`src/rtl/cpu_core_seq_pkg.sv`:
```
// -----------------------------------------------------------------------------
// cpu_core_seq_pkg
// Shared definitions for the fetch/decode/execute sequencer: opcode values,
// instruction field positions and extractors, register-space constants and
// the sequencer state encoding.
// -----------------------------------------------------------------------------
package cpu_core_seq_pkg;

    // Opcodes carried in instr[15:13]; only OP_HALT changes sequencer behaviour,
    // the rest are passed straight through to the external ALU.
    localparam logic [2:0] OP_AND     = 3'b000;
    localparam logic [2:0] OP_OR      = 3'b001;
    localparam logic [2:0] OP_NOT     = 3'b010;
    localparam logic [2:0] OP_SELINC  = 3'b011;
    localparam logic [2:0] OP_SELINCN = 3'b100;
    localparam logic [2:0] OP_ADD     = 3'b101;
    localparam logic [2:0] OP_SUB     = 3'b110;
    localparam logic [2:0] OP_HALT    = 3'b111;

    // Register index 7 aliases the PC; 0-6 are general purpose.
    localparam logic [2:0]  REG_PC  = 3'd7;
    localparam int unsigned NUM_GPR = 7;

    // LSB position of each 3-bit field; bit 0 is reserved.
    localparam int unsigned OP_LSB = 13;
    localparam int unsigned RD_LSB = 10;
    localparam int unsigned RA_LSB = 7;
    localparam int unsigned RB_LSB = 4;
    localparam int unsigned RC_LSB = 1;

    typedef enum logic [1:0] {
        StFetch  = 2'd0,
        StDecode = 2'd1,
        StExec   = 2'd2,
        StHalt   = 2'd3
    } state_e;

    function automatic logic [2:0] ir_op(input logic [15:0] ir);
        return ir[OP_LSB +: 3];
    endfunction

    function automatic logic [2:0] ir_rd(input logic [15:0] ir);
        return ir[RD_LSB +: 3];
    endfunction

    function automatic logic [2:0] ir_ra(input logic [15:0] ir);
        return ir[RA_LSB +: 3];
    endfunction

    function automatic logic [2:0] ir_rb(input logic [15:0] ir);
        return ir[RB_LSB +: 3];
    endfunction

    function automatic logic [2:0] ir_rc(input logic [15:0] ir);
        return ir[RC_LSB +: 3];
    endfunction

endpackage

```
`src/rtl/cpu_regfile.sv`:
```
// -----------------------------------------------------------------------------
// cpu_regfile
// Seven 16-bit general-purpose registers with three combinational read ports
// and one synchronous write port. Read index 7 returns the supplied PC.
//
// Ports:
//   i_clk, i_rst              clock, asynchronous active-high reset
//   i_pc                      PC value returned for read index 7
//   i_ra_sel/i_rb_sel/i_rc_sel read indices
//   o_ra_data/o_rb_data/o_rc_data read data
//   i_we, i_wr_sel, i_wr_data write enable, index (7 is ignored), data
// -----------------------------------------------------------------------------
module cpu_regfile
    import cpu_core_seq_pkg::*;
(
    input  logic        i_clk,
    input  logic        i_rst,
    input  logic [15:0] i_pc,
    input  logic [2:0]  i_ra_sel,
    input  logic [2:0]  i_rb_sel,
    input  logic [2:0]  i_rc_sel,
    output logic [15:0] o_ra_data,
    output logic [15:0] o_rb_data,
    output logic [15:0] o_rc_data,
    input  logic        i_we,
    input  logic [2:0]  i_wr_sel,
    input  logic [15:0] i_wr_data
);

    logic [NUM_GPR-1:0][15:0] r_regs;

    // Index 7 falls through every GPR compare and returns the PC.
    function automatic logic [15:0] read_port(input logic [2:0]               sel,
                                              input logic [NUM_GPR-1:0][15:0] regs,
                                              input logic [15:0]              pc);
        logic [15:0] data;
        data = pc;
        for (int i = 0; i < NUM_GPR; i++) begin
            if (sel == 3'(i)) begin
                data = regs[i];
            end
        end
        return data;
    endfunction

    always_comb begin
        o_ra_data = read_port(i_ra_sel, r_regs, i_pc);
        o_rb_data = read_port(i_rb_sel, r_regs, i_pc);
        o_rc_data = read_port(i_rc_sel, r_regs, i_pc);
    end

    always_ff @(posedge i_clk or posedge i_rst) begin
        if (i_rst) begin
            r_regs <= '0;
        end else if (i_we) begin
            for (int i = 0; i < NUM_GPR; i++) begin
                if (i_wr_sel == 3'(i)) begin
                    r_regs[i] <= i_wr_data;
                end
            end
        end
    end

endmodule

```
`src/rtl/cpu_core_seq.sv`:
```
// -----------------------------------------------------------------------------
// cpu_core_seq
// Fetch/decode/execute sequencer for the 16-bit CPU. Fetches an instruction
// over a req/ack handshake, registers ALU op and operands from the register
// file, then writes the ALU result back to a GPR or to the PC.
//
// Ports:
//   i_clk, i_rst            clock, asynchronous active-high reset
//   o_imem_req, o_imem_addr fetch request (held until ack) and address (= PC)
//   i_imem_ack, i_imem_data fetch accept and instruction word (same cycle)
//   o_alu_op, o_alu_a/b/c   registered ALU opcode and operands
//   i_alu_out               combinational result from the external ALU
//   o_pc                    current PC
//   o_halted                set by HALT, cleared only by reset
// -----------------------------------------------------------------------------
module cpu_core_seq
    import cpu_core_seq_pkg::*;
#(
    parameter logic [15:0] RESET_PC = 16'h0000
) (
    input  logic        i_clk,
    input  logic        i_rst,
    output logic        o_imem_req,
    output logic [15:0] o_imem_addr,
    input  logic        i_imem_ack,
    input  logic [15:0] i_imem_data,
    output logic [2:0]  o_alu_op,
    output logic [15:0] o_alu_a,
    output logic [15:0] o_alu_b,
    output logic [15:0] o_alu_c,
    input  logic [15:0] i_alu_out,
    output logic [15:0] o_pc,
    output logic        o_halted
);

    state_e      r_state;
    logic [15:0] r_pc;
    logic [15:0] r_ir;
    logic        r_imem_req;
    logic [2:0]  r_alu_op;
    logic [15:0] r_alu_a;
    logic [15:0] r_alu_b;
    logic [15:0] r_alu_c;
    logic        r_halted;

    logic [15:0] w_ra_data;
    logic [15:0] w_rb_data;
    logic [15:0] w_rc_data;
    logic        w_is_halt;
    logic        w_rd_is_pc;
    logic        w_we;
    logic        w_unused_rsvd;

    assign w_is_halt     = (ir_op(r_ir) == OP_HALT);
    assign w_rd_is_pc    = (ir_rd(r_ir) == REG_PC);
    assign w_we          = (r_state == StExec) && !w_is_halt && !w_rd_is_pc;
    assign w_unused_rsvd = r_ir[0];

    cpu_regfile u_regfile (
        .i_clk     (i_clk),
        .i_rst     (i_rst),
        .i_pc      (r_pc),
        .i_ra_sel  (ir_ra(r_ir)),
        .i_rb_sel  (ir_rb(r_ir)),
        .i_rc_sel  (ir_rc(r_ir)),
        .o_ra_data (w_ra_data),
        .o_rb_data (w_rb_data),
        .o_rc_data (w_rc_data),
        .i_we      (w_we),
        .i_wr_sel  (ir_rd(r_ir)),
        .i_wr_data (i_alu_out)
    );

    always_ff @(posedge i_clk or posedge i_rst) begin
        if (i_rst) begin
            r_state    <= StFetch;
            r_pc       <= RESET_PC;
            r_ir       <= '0;
            r_imem_req <= 1'b0;
            r_alu_op   <= '0;
            r_alu_a    <= '0;
            r_alu_b    <= '0;
            r_alu_c    <= '0;
            r_halted   <= 1'b0;
        end else begin
            unique case (r_state)
                StFetch: begin
                    // Request is low only in the first FETCH after reset;
                    // an ack is accepted only once the request is visible.
                    if (!r_imem_req) begin
                        r_imem_req <= 1'b1;
                    end else if (i_imem_ack) begin
                        r_ir       <= i_imem_data;
                        r_imem_req <= 1'b0;
                        r_state    <= StDecode;
                    end
                end
                StDecode: begin
                    r_alu_op <= ir_op(r_ir);
                    r_alu_a  <= w_ra_data;
                    r_alu_b  <= w_rb_data;
                    r_alu_c  <= w_rc_data;
                    r_state  <= StExec;
                end
                StExec: begin
                    if (w_is_halt) begin
                        r_halted <= 1'b1;
                        r_state  <= StHalt;
                    end else begin
                        // GPR writeback happens in the regfile via w_we.
                        r_pc       <= w_rd_is_pc ? i_alu_out : r_pc + 16'd1;
                        // Raising req here lets the next FETCH complete in one cycle.
                        r_imem_req <= 1'b1;
                        r_state    <= StFetch;
                    end
                end
                StHalt: begin
                    r_state <= StHalt;
                end
                default: begin
                    r_state <= StFetch;
                end
            endcase
        end
    end

    assign o_imem_req  = r_imem_req;
    assign o_imem_addr = r_pc;
    assign o_alu_op    = r_alu_op;
    assign o_alu_a     = r_alu_a;
    assign o_alu_b     = r_alu_b;
    assign o_alu_c     = r_alu_c;
    assign o_pc        = r_pc;
    assign o_halted    = r_halted;

endmodule

```
`config.mk`:
```
export PLATFORM = sky130hd
export DESIGN_NAME = cpu_core_seq
export DESIGN_NICKNAME = d
export VERILOG_FILES = /design/src/rtl/cpu_core_seq_pkg.sv /design/src/rtl/cpu_regfile.sv /design/src/rtl/cpu_core_seq.sv
export SDC_FILE = /design/constraint.sdc
export NUM_CORES = 1
export LEC_CHECK = 0
export ABC_AREA = 1
export CAP_MARGIN = 20
export CORE_MARGIN = 2
export CORE_UTILIZATION = 27
export DETAILED_ROUTE_END_ITERATION = 8
export HOLD_SLACK_MARGIN = 0.08
export SLEW_MARGIN = 20
export SYNTH_ARGS = -nofsm -noshare
export SYNTH_HDL_FRONTEND = slang
export SYNTH_SLANG_ARGS = --single-unit
```
`constraint.sdc`:
```
create_clock -name i_clk -period 6.5 [get_ports i_clk]
set_clock_uncertainty 0.1 [all_clocks]
set_input_delay 1.3 -clock i_clk [delete_from_list [all_inputs] [get_ports i_clk]]
set_output_delay 1.3 -clock i_clk [all_outputs]
set_load 0.05 [all_outputs]
```
# Yosys cells after proc, flatten, opt, wreduce, memory -nomap -nowiden
# Cells that the tools add are included.
[totals]
ff_bits = 199
wordCells = 102
[classes]
n_bitwise = 1
eq_ne = 32
mux = 30
n_reduce_logical = 22
n_addsub = 1
[ops]
columns = ["operator", "count"]
rows = [
  ["$mux W16", 22],
  ["$eq A3 B3 Y1 const B", 14],
  ["$eq A3 B2 Y1 const B", 8],
  ["$reduce_and A2 Y1", 11],
  ["$add A16 B1 Y16 const B", 1],
  ["$eq A3 B1 Y1 const B", 4],
  ["$logic_not A3 Y1", 4],
  ["$pmux W2 S4", 1],
  ["$mux W2", 3],
  ["$ne A2 B2 Y1 const B", 3],
  ["$eq A2 B2 Y1 const B", 2],
  ["$mux W1", 3],
  ["$reduce_and A3 Y1", 1],
  ["$eq A2 B1 Y1 const B", 1],
  ["$logic_and A1 B1 Y1", 2],
  ["$logic_not A1 Y1", 2],
  ["$logic_not A2 Y1", 1],
  ["$pmux W1 S2", 1],
  ["$reduce_bool A2 Y1", 1],
  ["$not A1 Y1", 1],
]

# Longest topological paths before layout
# Gate-level depths: netlist of the first run.
[depth]
word_depth = 8
mapped_depth = 13
depth_no_buf = 12

# Modules after synthesis
# Synthesis of the first run repeated with hierarchy kept, for this count alone.
[hier_totals]
hier_cells = 1647
area_unflattened_um2 = 12005.3
[by_module_without_submodules]
columns = ["module", "cells_each", "area_each_um2", "instances"]
rows = [
  ["cpu_regfile", 1294, 8016.4, 1],
  ["cpu_core_seq", 353, 3988.8, 1],
]

# Worst setup path before layout of the first run
# No wires, ideal clock.
[synth_path]
path_type = "register to output"
startpoint = "register r_pc[9], in the netlist o_imem_addr[9]"
endpoint = "output port o_pc[9]"
arrival_time_ns = 1.006
path_stages_with_launch = 2
slack_ns = 4.094
path_buffers = 1
required_time_ns = 5.100
path_cell_list = "dfrtp_1 buf_4"
[synth_rtl]
columns = ["item", "line", "text"]
rows = [
  ["from (decl)", "cpu_core_seq.sv:37", "logic [15:0] r_pc;"],
  ["from (signal assigned)", "cpu_core_seq.sv:111", "r_pc <= w_rd_is_pc ? i_alu_out : r_pc + 16'd1;"],
  ["to (decl)", "cpu_core_seq.sv:32", "output logic [15:0] o_pc,"],
]
# No word-level cell between the ends.

# Worst setup path in the final report of the first run
[layout_path]
startpoint = "register r_ir[7]"
endpoint = "register r_alu_a[13], in the netlist o_alu_a[13]"
[layout_between]
elab_chain_len = 8
elab_cells_between_ends = 14
classes_between = "eq/ne (6); mux (7); reduce/logical (1)"
[layout_lines]
columns = ["item", "line", "text"]
rows = [
  ["from (decl)", "cpu_core_seq.sv:38", "logic [15:0] r_ir;"],
  ["from (signal assigned)", "cpu_core_seq.sv:93", "r_ir <= i_imem_data;"],
  ["$logic_not A3 Y1", "cpu_regfile.sv:39", "if (sel == 3'(i)) begin"],
  ["$mux W16 (6 in a row)", "cpu_regfile.sv:39", ""],
  ["$mux W16 (*)", "cpu_regfile.sv:39", ""],
  ["to (signal assigned)", "cpu_core_seq.sv:100", "r_alu_a <= w_ra_data;"],
  ["to (decl)", "cpu_core_seq.sv:41", "logic [15:0] r_alu_a;"],
]
# Mark *: on every way between the ends. The rest lies on a longest branch, timed or not.
# A chain may end at the register's enable or synchronous reset.

==> impl_metrics.csv, run 1 <==
group,metric,value,unit
yosys,netlist_area,11800,um^2
critical_path,critPathBufInv,1,
timing,clock.fmax,0.289,GHz
cts,clockBufferDepth,2,
hold_path,hp-class,"reg -> reg",
grt,gr-usage-met3,2.29,%
yosys,synth_edf_count,0,
cells_and_area,fill_cells,4570,
grt,met1_usage,24.6,%
timing,tightest_slew,1.05,ns
critical_path,critical_path.most_common_cell,"nand2_1",
timing,setup_tns,0,ns
die,initial_utilization,27.3,%
grt,antenna_found_initial,1,
yosys,synthArstFlopShare,100,%
yosys,avgSynthCellArea,6.76,um^2
status,status,"complete, no violations",
pwr,powerDensity,614,nW/um^2
pwr,p_sw,0.00471,W
cts,clock_latency,0.47,ns
flow_run,drv_cap,0,
cts,cts_num_sinks,198,
cells_and_area,multi_input_area,5600,um^2
grt,grt_pass1_wl,67500,um
timing,slew_headroom,29.8,%
grt,grt_max_degree,143,
grt,use_met2,32.9,%
critical_path,arrival,3.70,ns
cells_and_area,insertedDiodeCount,0,
cts,cts_made_buffers,17,
routing,vias,12000,
timing,hold_violations,0,
die,die-area,45300,um^2
timing,slew_violations,0,
pwr,power.internal,0.00389,W
critical_path,cp-end-kind,"flip-flop",
cells_and_area,syn2layout_area_growth,18.9,%
routing,first_pass_iters,8,
hold_path,whs_path_depth,2,
pwr,p_leak,6.69,nW
grt,grt_usage,19.4,%
routing,antenna_left,0,
cells_and_area,drive_above_1_share,4.88,%
yosys,synthTopCellsByArea,"dfrtp_1 42%, nand2_1 17%, nand3_1 8.1%",
critical_path,crit_type,"reg -> reg",
timing,timing.hold.ws,0.374,ns
cells_and_area,stdcell_area,14000,um^2
critical_path,required,6.75,ns
die,placementRows,76,
pwr,vdd.ir_drop.worst,0.236,mV
die,ios,120,
yosys,synth_most_common_cell,"nand2_1",
critical_path,cp.depth,8,
grt,grt_pass1_vias,12000,
cts,holdBufCountCts,0,
routing,post_drt_wl_per_cell,18.0,um
yosys,ys_types,32,
placed_design,dpl.hpwl,29600,um
critical_path,path_delay_family,"simple AND/OR/NAND/NOR gates",
die,die_w,213,um
critical_path,reg2regPathDepth,8,
placed_design,numPortBuffers,118,
timing,rsz0062_at_grt,"false",
cts,clk_pin_slew,0.08,ns
timing,finalCriticalPeriod,3.45,ns
routing,drc_errors,0,
pwr,pwr-share-clk,12.2,%
pwr,switching_share,54.8,%
yosys,yosysTopAreaCellShare,42.1,%
critical_path,critPathSlowestCell,"nand2_1",
routing,finalWirelength,43000,um
routing,via_per_inst,5.01,
yosys,synth_warnings,0,
cts,cts_tree,"done",
cts,root_buffer,"clkbuf_16",
yosys,postSynthNetCount,1779,
timing,finalCritPeriodShare,53.1,%
cts,h-tree-depth,4,
cts,cts_setup_buffers,0,
timing,finalSetupViolCount,0,
grt,grt-ovfl-total,0,
grt,busiest_layer,"met2",
yosys,synth_common_cells,"542 x nand2_1, 199 x inv_1, 198 x dfrtp_1, 190 x nand3_1, 188 x a21oi_1",
yosys,synth-main-ff-cell,"dfrtp_1",
yosys,syn_inst,1743,
routing,dr.first_iter.drc_count,1170,
yosys,ys_ff_latch,198,
critical_path,worstPathCellList,"nor2_2 > nand2_1 > inv_1 > a21oi_1 > nand2_1 > nand2_1 > nand2_1 > nand2_1",
yosys,yosysTopAreaCell,"dfrtp_1",
cells_and_area,nets,1827,
cts,cts_resized,0,
placed_design,gp_congestion,0.864,
critical_path,start_kind,"flip-flop",
yosys,seq_area_frac_synth,42.1,%
pwr,combinationalPowerShare,60.8,%
die,fp.dieH,213,um
cells_and_area,regArea,4950,um^2
die,coreArea,43100,um^2
critical_path,crit_fanout,17,
critical_path,worst_path_largest_cell_delay,0.79,ns
placed_design,placed_area,13400,um^2
pwr,p_seq_share,27.0,%
## final cells by class
class	count	share of cell area, %
Timing Repair Buffer	138	9.82
Clock buffer	18	3.14
Inverter	209	5.63
Sequential cell	198	35.4
Multi-Input combinational cell	1227	40.0
Clock inverter	14	0.822
Tap cell	585	5.23
## flip-flops by register name, indices dropped and copies added, names as in the netlist
signal / cells
o_alu_a: 16
o_alu_b: 16
o_alu_c: 16
o_alu_op: 3
o_halted: 1
o_imem_addr: 16
o_imem_req: 1
r_ir: 15
r_state: 2
u_regfile.r_regs: 112
## through the flow
step	util [%]	cells	total power [W]	worst slack, ns
2_1_floorplan	-	1743	0.00581	2.54
3_3_place_gp	31.1	2354	0.00743	3.23
3_5_place_dp	31.1	2354	0.00753	3.12
4_1_cts	32.4	2386	0.00859	3.10
5_1_grt	32.5	2389	0.00928	2.88
6_report	32.5	2389	0.00860	3.05
## worst reg2reg max path: stages (launching register included)
cell and delay, ns:
dfrtp_1 0.46, nor2_2 0.74, nand2_1 0.79, inv_1 0.76, a21oi_1 0.14, nand2_1 0.10
nand2_1 0.05, nand2_1 0.12, nand2_1 0.08
## worst paths after layout
kind | startpoint | endpoint | slack, ns
setup / recovery | r_ir[7] | o_alu_a[13] | 3.05
max in group asynchronous | i_rst | u_regfile.r_regs[0] | 4.32
hold reg to reg | o_halted | o_halted | 0.37
min in group asynchronous | i_rst | o_alu_a[0] | 1.28
setup reg to reg | r_ir[7] | o_alu_a[13] | 3.05
hold / removal | o_halted | o_halted | 0.37
## power by group through the flow
stage                     registers (W)  clock network, W  logic [W]
after global routing            0.00242           0.00112    0.00575
after global placement          0.00232                 0    0.00511
final                           0.00232           0.00105    0.00523
after CTS                       0.00233           0.00107    0.00520
after detailed placement        0.00234                 0    0.00518
after floorplan                 0.00293                 0    0.00288
## metal layers
layer  up-vias  share of wire (%)
li1       5676                  -
met1      5691                 42
met2       503                 49
met3        91                5.6
met4         2                3.6
met5         -              0.033
## cell usage in the layout, fill, tap and decap left out, types with 7 or more instances in the layout
| cell type | instances |
|---|---|
| o21ai_1 | 12 |
| nand2_1 | 542 |
| buf_4 | 16 |
| inv_1 | 198 |
| clkdlybuf4s50_1 | 118 |
| dfrtp_1 | 198 |
| clkbuf_16 | 17 |
| inv_2 | 8 |
| o211ai_1 | 7 |
| o21ai_0 | 170 |
| nor2_1 | 73 |
| nand3_1 | 190 |
| or2_2 | 7 |
| a21oi_1 | 188 |
## cell families after synthesis
logic type	count (synthesis)	share of synthesized area, %
buf+inv	318	11.0
flops	198	42.1
simple gates	842	30.1
xor+xnor	1	0.0744
compound gates	380	16.4
fa+ha+maj	1	0.106
mux	3	0.287
(Power assumes the default switching activity.)
==> inputs of run 2 (changes only) <==
==> constraint.sdc (replaced) <==
create_clock -name i_clk -period 3.6 [get_ports i_clk]
set_clock_uncertainty 0.1 [all_clocks]
set_input_delay 0.72 -clock i_clk [delete_from_list [all_inputs] [get_ports i_clk]]
set_output_delay 0.72 -clock i_clk [all_outputs]
set_load 0.05 [all_outputs]
==> run 2 against run 1 <==
  * Non-clock buffer count rose by 15
  * Die area did not move
  * Worst hold slack improved by 0.0011 ns
  * Worst setup slack got worse by 2.2 ns
  * Cell area rose by 0.86%
  * First-iteration DRC count fell by 1.8%
  * Global-route usage fell by 0.21 points
  * Flip-flop and latch count did not move
  * Sequential power rose by 81%
  * Critical path depth fell by 7
  * Power rose by 81%
  * Routed wire length fell by 1.3%
  * Critical path type is now reg -> out
  * Critical endpoint is now o_imem_addr[9]
  * Highest routed layer unchanged
==> impl_metrics.csv, run 2 (same netlist as run 1, synthesis figures left out) <==
group,metric,value,unit
critical_path,arrival,1.97,ns
critical_path,path_delay_family,"buffers and inverters",
timing,hold_violations,0,
flow_run,drv_cap,0,
routing,vias,12000,
critical_path,cp-end-kind,"output pin",
cts,cts_tree,"done",
routing,post_drt_wl_per_cell,17.7,um
placed_design,placed_area,13500,um^2
cts,cts_made_buffers,17,
placed_design,dp_slack,1.07,ns
grt,grt_pass1_wl,67000,um
timing,slew_violations,0,
cts,cts_num_sinks,198,
critical_path,worstPathCellList,"clkdlybuf4s50_1",
pwr,powerDensity,1100,nW/um^2
cts,cts_setup_buffers,0,
grt,grt-ovfl-total,0,
placed_design,dpl.hpwl,30000,um
routing,wl_met1,18100,um
cells_and_area,layout_commonest_cell,"nand2_1",
die,fp.dieH,213,um
routing,wl_met2,21000,um
timing,clock.fmax,0.359,GHz
cells_and_area,insertedDiodeCount,0,
timing,rsz0062_at_grt,"false",
timing,setup_tns,0,ns
critical_path,critPathBufInv,1,
placed_design,numPortBuffers,118,
grt,grt_pass1_vias,11700,
cts,holdBufCountCts,0,
status,status,"complete, no violations",
grt,antenna_found_initial,1,
critical_path,crit_type,"reg -> out",
cells_and_area,largest_reg_flops,112,
timing,slew_headroom,35.2,%
routing,top_layer,"met5",
critical_path,crit_fanout,8,
critical_path,worst_path_largest_cell_delay,0.89,ns
cts,cts_resized,0,
cts,clockBufferDepth,2,
grt,grt_usage,19.2,%
cells_and_area,nets,1842,
die,initial_utilization,27.3,%
cts,clk_pin_slew,0.08,ns
pwr,p_leak,6.77,nW
routing,drc_errors,0,
timing,finalSetupViolCount,0,
timing,timing.hold.ws,0.375,ns
die,ios,120,
cells_and_area,final_cell_mix,"542 x nand2_1, 198 x inv_1, 198 x dfrtp_1, 190 x nand3_1, 188 x a21oi_1",
die,placementRows,76,
timing,tightest_slew,0.971,ns
placed_design,gp_congestion,0.846,
cells_and_area,stdcell_area,14100,um^2
pwr,vdd.ir_drop.worst,0.556,mV
cells_and_area,regMostFlops,"u_regfile.r_regs",
critical_path,required,2.78,ns
critical_path,critPathSlowestCell,"clkdlybuf4s50_1",
routing,finalWirelength,42500,um
cts,h-tree-depth,4,
hold_path,hp-class,"reg -> reg",
routing,dr.first_iter.drc_count,1149,
placed_design,dp_cells,2372,
routing,first_pass_iters,8,
routing,via_per_inst,4.98,
routing,met3_length,2100,um
timing,finalCriticalPeriod,2.79,ns
cts,root_buffer,"clkbuf_16",
cells_and_area,layout.cells.non_filler,2404,
cells_and_area,drive_above_1_share,5.61,%
cells_and_area,syn2layout_area_growth,20.0,%
die,coreArea,43100,um^2
cts,clock_latency,0.46,ns
routing,antenna_left,0,
timing,setup_slack,0.814,ns
die,die_w,213,um
die,die-area,45300,um^2
grt,grt_max_degree,112,
critical_path,start_kind,"flip-flop",
timing,finalCritPeriodShare,77.4,%
[run 2: changes by cell type in the layout (fill, tap and decap cells not counted), moves of 2 or more]
| cell | change |
|---|---|
| nor3_4 | -2 |
| buf_4 | +17 |
| clkinv_2 | -3 |
| clkinv_8 | +2 |
| clkinv_4 | +2 |
| nor3_2 | +2 |
[run 2: final cells by class]
type / instances / area [um^2]
fillers: 4605 / 28900
flip-flops and latches: 198 / 4950
multi-input cells: 1227 / 5590
clock buffers: 18 / 429
inverters: 209 / 788
well taps: 585 / 732
repair buffers: 153 / 1470
clock inverters: 14 / 164
[run 2: worst min-delay path, delay by kind of cell (launching register included)]
kind | cells | cell delay [ns]
flip-flops | 1 | 0.36
AND/OR/NAND/NOR | 1 | 0.05
buffers and inverters | 1 | 0.04
[run 2: power by group]
part | switching, W | total, W | internal (W)
clock | 0.000997 | 0.00199 | 0.000991
combinational | 0.00661 | 0.00942 | 0.00281
sequential | 0.000865 | 0.00420 | 0.00333
[run 2: metrics by stage]
stage / utilization (%) / total power [W]
floorplan: - / 0.0105
global placement: 31.4 / 0.0135
detailed placement: 31.4 / 0.0136
CTS: 32.8 / 0.0156
global route: 32.8 / 0.0169
finish: 32.8 / 0.0156
[run 2: worst paths after layout]
check / start / cells after the start / to / slack, ns
worst max-delay path: o_imem_addr[9] / 1 / o_imem_addr[9] / 0.81
worst min-delay path: o_halted / 2 / o_halted / 0.37
worst max register to register: r_ir[3] / 10 / o_alu_c[2] / 0.94
worst min register to register: o_halted / 2 / o_halted / 0.37
max in group asynchronous: i_rst / 3 / r_ir[6] / 2.12
min in group asynchronous: i_rst / 3 / u_regfile.r_regs[65] / 0.70
[run 2: routing by layer]
layer,GRT usage [%],up-vias
met3,2.56,76
li1,-,5702
met4,8.08,2
met2,32.8,464
met5,0,-
met1,24.4,5730
==> inputs of run 3 (changes only) <==
==> constraint.sdc (replaced) <==
create_clock -name i_clk -period 2.85 [get_ports i_clk]
set_clock_uncertainty 0.1 [all_clocks]
set_input_delay 0.57 -clock i_clk [delete_from_list [all_inputs] [get_ports i_clk]]
set_output_delay 0.57 -clock i_clk [all_outputs]
set_load 0.05 [all_outputs]
==> run 3 against run 2 <==
  * Sequential power is 26% higher
  * Combinational power increased by 27%
  * Sequential share of layout area decreased by 0.34 points
  * Non-clock buffer count up 15
  * Clock power is 28% higher
  * Largest power group unchanged
  * Highest routed layer unchanged
==> impl_metrics.csv, run 3 (same netlist as run 1, synthesis figures left out) <==
group,metric,value,unit
status,status,"complete, no violations",
cells_and_area,syn2layout_area_growth,21.1,%
critical_path,worstPathCellList,"clkdlybuf4s50_1",
cts,clockBufferDepth,2,
placed_design,numPortBuffers,118,
cts,holdBufCountCts,0,
critical_path,required,2.18,ns
cells_and_area,multi_input_area,5590,um^2
cells_and_area,fill_cells,4569,
cells_and_area,layout_commonest_cell,"nand2_1",
grt,use_met2,33.1,%
timing,finalSetupViolCount,0,
cells_and_area,largest_reg_flops,112,
grt,gr-usage-met3,2.88,%
grt,grt_pass1_vias,12000,
cts,cts_resized,0,
timing,rsz0062_at_grt,"false",
timing,hold_violations,0,
timing,timing.hold.ws,0.287,ns
routing,first_pass_iters,6,
die,die_w,213,um
die,ios,120,
routing,vias,11900,
routing,via_per_inst,4.93,
critical_path,crit_type,"reg -> out",
timing,finalCriticalPeriod,2.58,ns
pwr,power.total,0.0198,W
grt,busiest_layer,"met2",
cts,clk_pin_slew,0.08,ns
cells_and_area,regMostFlops,"u_regfile.r_regs",
critical_path,critPathBufInv,1,
grt,grt_max_degree,83,
critical_path,start_kind,"flip-flop",
routing,finalWirelength,42200,um
critical_path,crit_fanout,8,
timing,setup_tns,0,ns
cts,cts_setup_buffers,0,
grt,grt-ovfl-total,0,
timing,finalCritPeriodShare,90.6,%
die,coreArea,43100,um^2
die,fp.dieH,213,um
cts,root_buffer,"clkbuf_16",
timing,clock.fmax,0.387,GHz
routing,antenna_left,0,
cells_and_area,final_cell_mix,"542 x nand2_1, 198 x inv_1, 198 x dfrtp_1, 190 x nand3_1, 188 x a21oi_1",
cells_and_area,drive_above_1_share,6.33,%
grt,grt_pass1_wl,67500,um
cells_and_area,regArea,4950,um^2
critical_path,arrival,1.91,ns
routing,post_drt_wl_per_cell,17.5,um
timing,slew_headroom,26.6,%
pwr,p_leak,6.85,nW
cells_and_area,nets,1857,
flow_run,drv_cap,0,
cts,cts_tree,"done",
routing,drc_errors,0,
grt,met1_usage,24.4,%
pwr,vdd.ir_drop.worst,0.682,mV
placed_design,dpl.hpwl,30600,um
die,die-area,45300,um^2
critical_path,worst_path_largest_cell_delay,0.89,ns
hold_path,hp-class,"in -> async",
grt,grt_usage,19.4,%
timing,tightest_slew,1.10,ns
cells_and_area,insertedDiodeCount,0,
die,placementRows,76,
pwr,powerDensity,1390,nW/um^2
grt,antenna_found_initial,1,
timing,slew_violations,0,
cts,clock_latency,0.47,ns
cts,h-tree-depth,4,
cts,cts_made_buffers,17,
critical_path,critPathSlowestCell,"clkdlybuf4s50_1",
critical_path,cp-end-kind,"output pin",
die,initial_utilization,27.3,%
placed_design,gp_congestion,0.914,
cts,cts_num_sinks,198,
routing,dr.first_iter.drc_count,1076,
critical_path,path_delay_family,"buffers and inverters",
run 3: cell types whose count changed in the layout (fill, tap and decap cells not counted):
cell       before  now
inv_8           3    5
clkinv_8        2    0
buf_4          33   46
buf_12          2    4
clkinv_2        0    1
bufinv_16       1    2
clkinv_4        3    0
run 3: layer usage:
metal	share of wire, %	routed length [um]	vias to the layer above
li1	-	-	5732
met1	42	17600	5655
met2	50	20900	449
met3	5.4	2260	89
met4	3.4	1450	2
met5	0.031	13	-
run 3: path summary, 6_finish.rpt:
path / startpoint / endpoint / slack (ns) / cells past startpoint
setup / recovery: o_imem_addr[9] / o_pc[9] / 0.27 / 1
hold / removal: i_rst / o_alu_b[7] / 0.29 / 2
setup reg to reg: r_ir[3] / o_alu_c[15] / 0.51 / 11
hold reg to reg: o_alu_a[5] / o_alu_a[5] / 0.38 / 2
max in group asynchronous: i_rst / o_imem_addr[10] / 1.62 / 3
min in group i_clk: o_alu_a[5] / o_alu_a[5] / 0.38 / 2
run 3: metrics by stage:
step           util [%]  worst slack [ns]  instance area [um^2]  std cells
2_1_floorplan         -            -0.380                 11800       1743
3_3_place_gp       31.7             0.619                 13700       2387
3_5_place_dp       31.7             0.595                 13700       2387
4_1_cts            33.1             0.236                 14300       2418
5_1_grt            33.1             0.212                 14300       2418
6_report           33.1             0.267                 14300       2418
run 3: final cells by class:
class / count / area share, %
inverter: 209 / 5.53
clock buffer: 18 / 3.01
timing repair buffer: 168 / 11.3
tap: 585 / 5.13
clock inverter: 13 / 1.14
multi-input combinational: 1227 / 39.2
sequential: 198 / 34.7
run 3: power by group:
group / switching [W] / internal, W / leakage [nW]
Clock: 0.00122 / 0.00133 / 0.287
Combinational: 0.00833 / 0.00364 / 4.26
Sequential: 0.00108 / 0.00421 / 2.30
==> patch (flow settings as in run 3) <==
Reset style: synchronous (`i_rst`), changed in 2 clocked blocks. Comments in the files are not updated.
--- a/src/rtl/cpu_regfile.sv
+++ b/src/rtl/cpu_regfile.sv
@@ -51,3 +51,3 @@
 
-    always_ff @(posedge i_clk or posedge i_rst) begin
+    always_ff @(posedge i_clk) begin
         if (i_rst) begin
--- a/src/rtl/cpu_core_seq.sv
+++ b/src/rtl/cpu_core_seq.sv
@@ -73,3 +73,3 @@
 
-    always_ff @(posedge i_clk or posedge i_rst) begin
+    always_ff @(posedge i_clk) begin
         if (i_rst) begin
Behaviour: differs if i_rst is asserted again (counterexample within 4 cycles, from zero or initial values and one cycle with i_rst high); with i_rst held inactive, the same outputs for 4 cycles.
==> patch against run 3 <==
Setup slack gained 0.034 ns. Die area shrank 5.1%. Synthesized area shrank 5.2%. First-iteration DRC count shrank 0.19%. Power shrank 38%. Design area shrank 5.7%. Cell count shrank 0.74%. Non-clock buffer count grew 2. Sequential cell count is the same. Count of clock-buffer cells in the layout is the same. Wire length shrank 3.2%. Largest cell class unchanged.
==> patch: results (changes against run 3) <==
WL/cell = 17.03 um (was 17.46 um)
Fill count = 4415 (was 4569)
Via Count = 12200 (was 11930)
Buffering overhead = 11.97% (was 11.26%)
GRT Total Usage = 18.50% (was 19.35%)
Seq area share = 29.48% (was 34.73%)
Top delay family on crit path = buffers and inverters (unchanged)
Top layer in use = met4 (was met5)
Layout Nets = 1891 (was 1857)
Share of cells above drive strength 1 = 6.799% (was 6.328%)
Logic power comb = 6.30 mW (was 12.0 mW)
Setup WS post-layout = 0.3009 ns (was 0.2665 ns)
Seq cells = 198 (unchanged)
Top_reg_cell synth = dfxtp_1 (was dfrtp_1)
Starting DRT DRC Count = 1074 (was 1076)
Dpl cells = 2368 (was 2387)
Syn_nets = 1824 (was 1779)
VDD IR-drop max = 0.0004503 V (was 0.0006816 V)
Met1 Wirelength = 17220 um (was 17570 um)
Max-slew headroom = 38.03% (was 26.56%)
Leakage = 5.677 nW (was 6.847 nW)
Sequential area share after synthesis = 35.51% (was 42.07%)
Ys async rst share = 0% (was 100.0%)
Multi-In Gates = 1255 (was 1227)
First-pass GRT wire length = 63560 um (was 67470 um)
Met3 wire len = 2089 um (was 2264 um)
Pint = 6.477 mW (was 9.175 mW)
Synth top cells by count = nand2_1, a21oi_1, dfxtp_1, o21ai_0, inv_1 (was nand2_1, inv_1, dfrtp_1, nand3_1, a21oi_1)
Worst R2R Path Depth = 9 (was 11)
Invs w/o clock = 213 (was 209)
Status = finished, final reports clean (unchanged)
Netlist cell types = 31 (was 32)
Met1 usage = 22.88% (was 24.39%)
Vias per cell = 5.083 (was 4.933)
Reg2Reg Launch Point = r_state[1] (was r_ir[3])
Met2 wire len = 20350 um (was 20920 um)
Hold Path Cell Cnt = 2
Synth top area cells = dfxtp_1, nand2_1, a21oi_1 (was dfrtp_1, nand2_1, nand3_1)
Fraction of area in multi-input gates = 43.17% (was 39.20%)
Worst slack, placed = 0.4871 ns (was 0.5952 ns)
Largest net degree at the start of global routing = 138 (was 83)
Worst skew pair latency = 0.45 ns (was 0.47 ns)
Non-clk bufs = 170 (was 168)
Internal reg-to-reg setup slack = 0.57 ns (was 0.51 ns)
Clock Power = 2.56 mW (was 2.55 mW)
Post-DP HPWL = 29800 um (was 30610 um)
Gpl congestion = 0.9017 (was 0.9141)
patch: cell types whose count changed in the layout (fill, tap and decap cells not counted), sizes merged, moves of 4 or more:
cell,change
a21oi,+98
nor2,-13
dfxtp,+198
nand2,-81
o21ai,+28
dfrtp,-198
or2,-5
inv,+5
nor4,-7
a211oi,+4
nor3,+5
patch: cells by family (layout without fill, tap and decap cells):
kind of cell	after synthesis	after routing	synth area share [%]
buffers and inverters	335	415	12.61
adders and majority gates	1	1	0.1121
and+or+nand+nor	745	745	28.64
xor gates and xnor gates	1	1	0.07847
AOI/OAI and AO/OA	508	508	23.06
DFF	198	198	35.51
patch: through the flow:
step                      hold slack [ns]  area (um^2)  power (mW)
after floorplan                    0.3392        11160       7.723
after global placement             0.3412        12840       9.704
after detailed placement           0.3429        12840       9.784
after CTS                          0.3572        13450       12.34
after global routing               0.3693        13450       13.11
final                              0.3525        13450       12.32
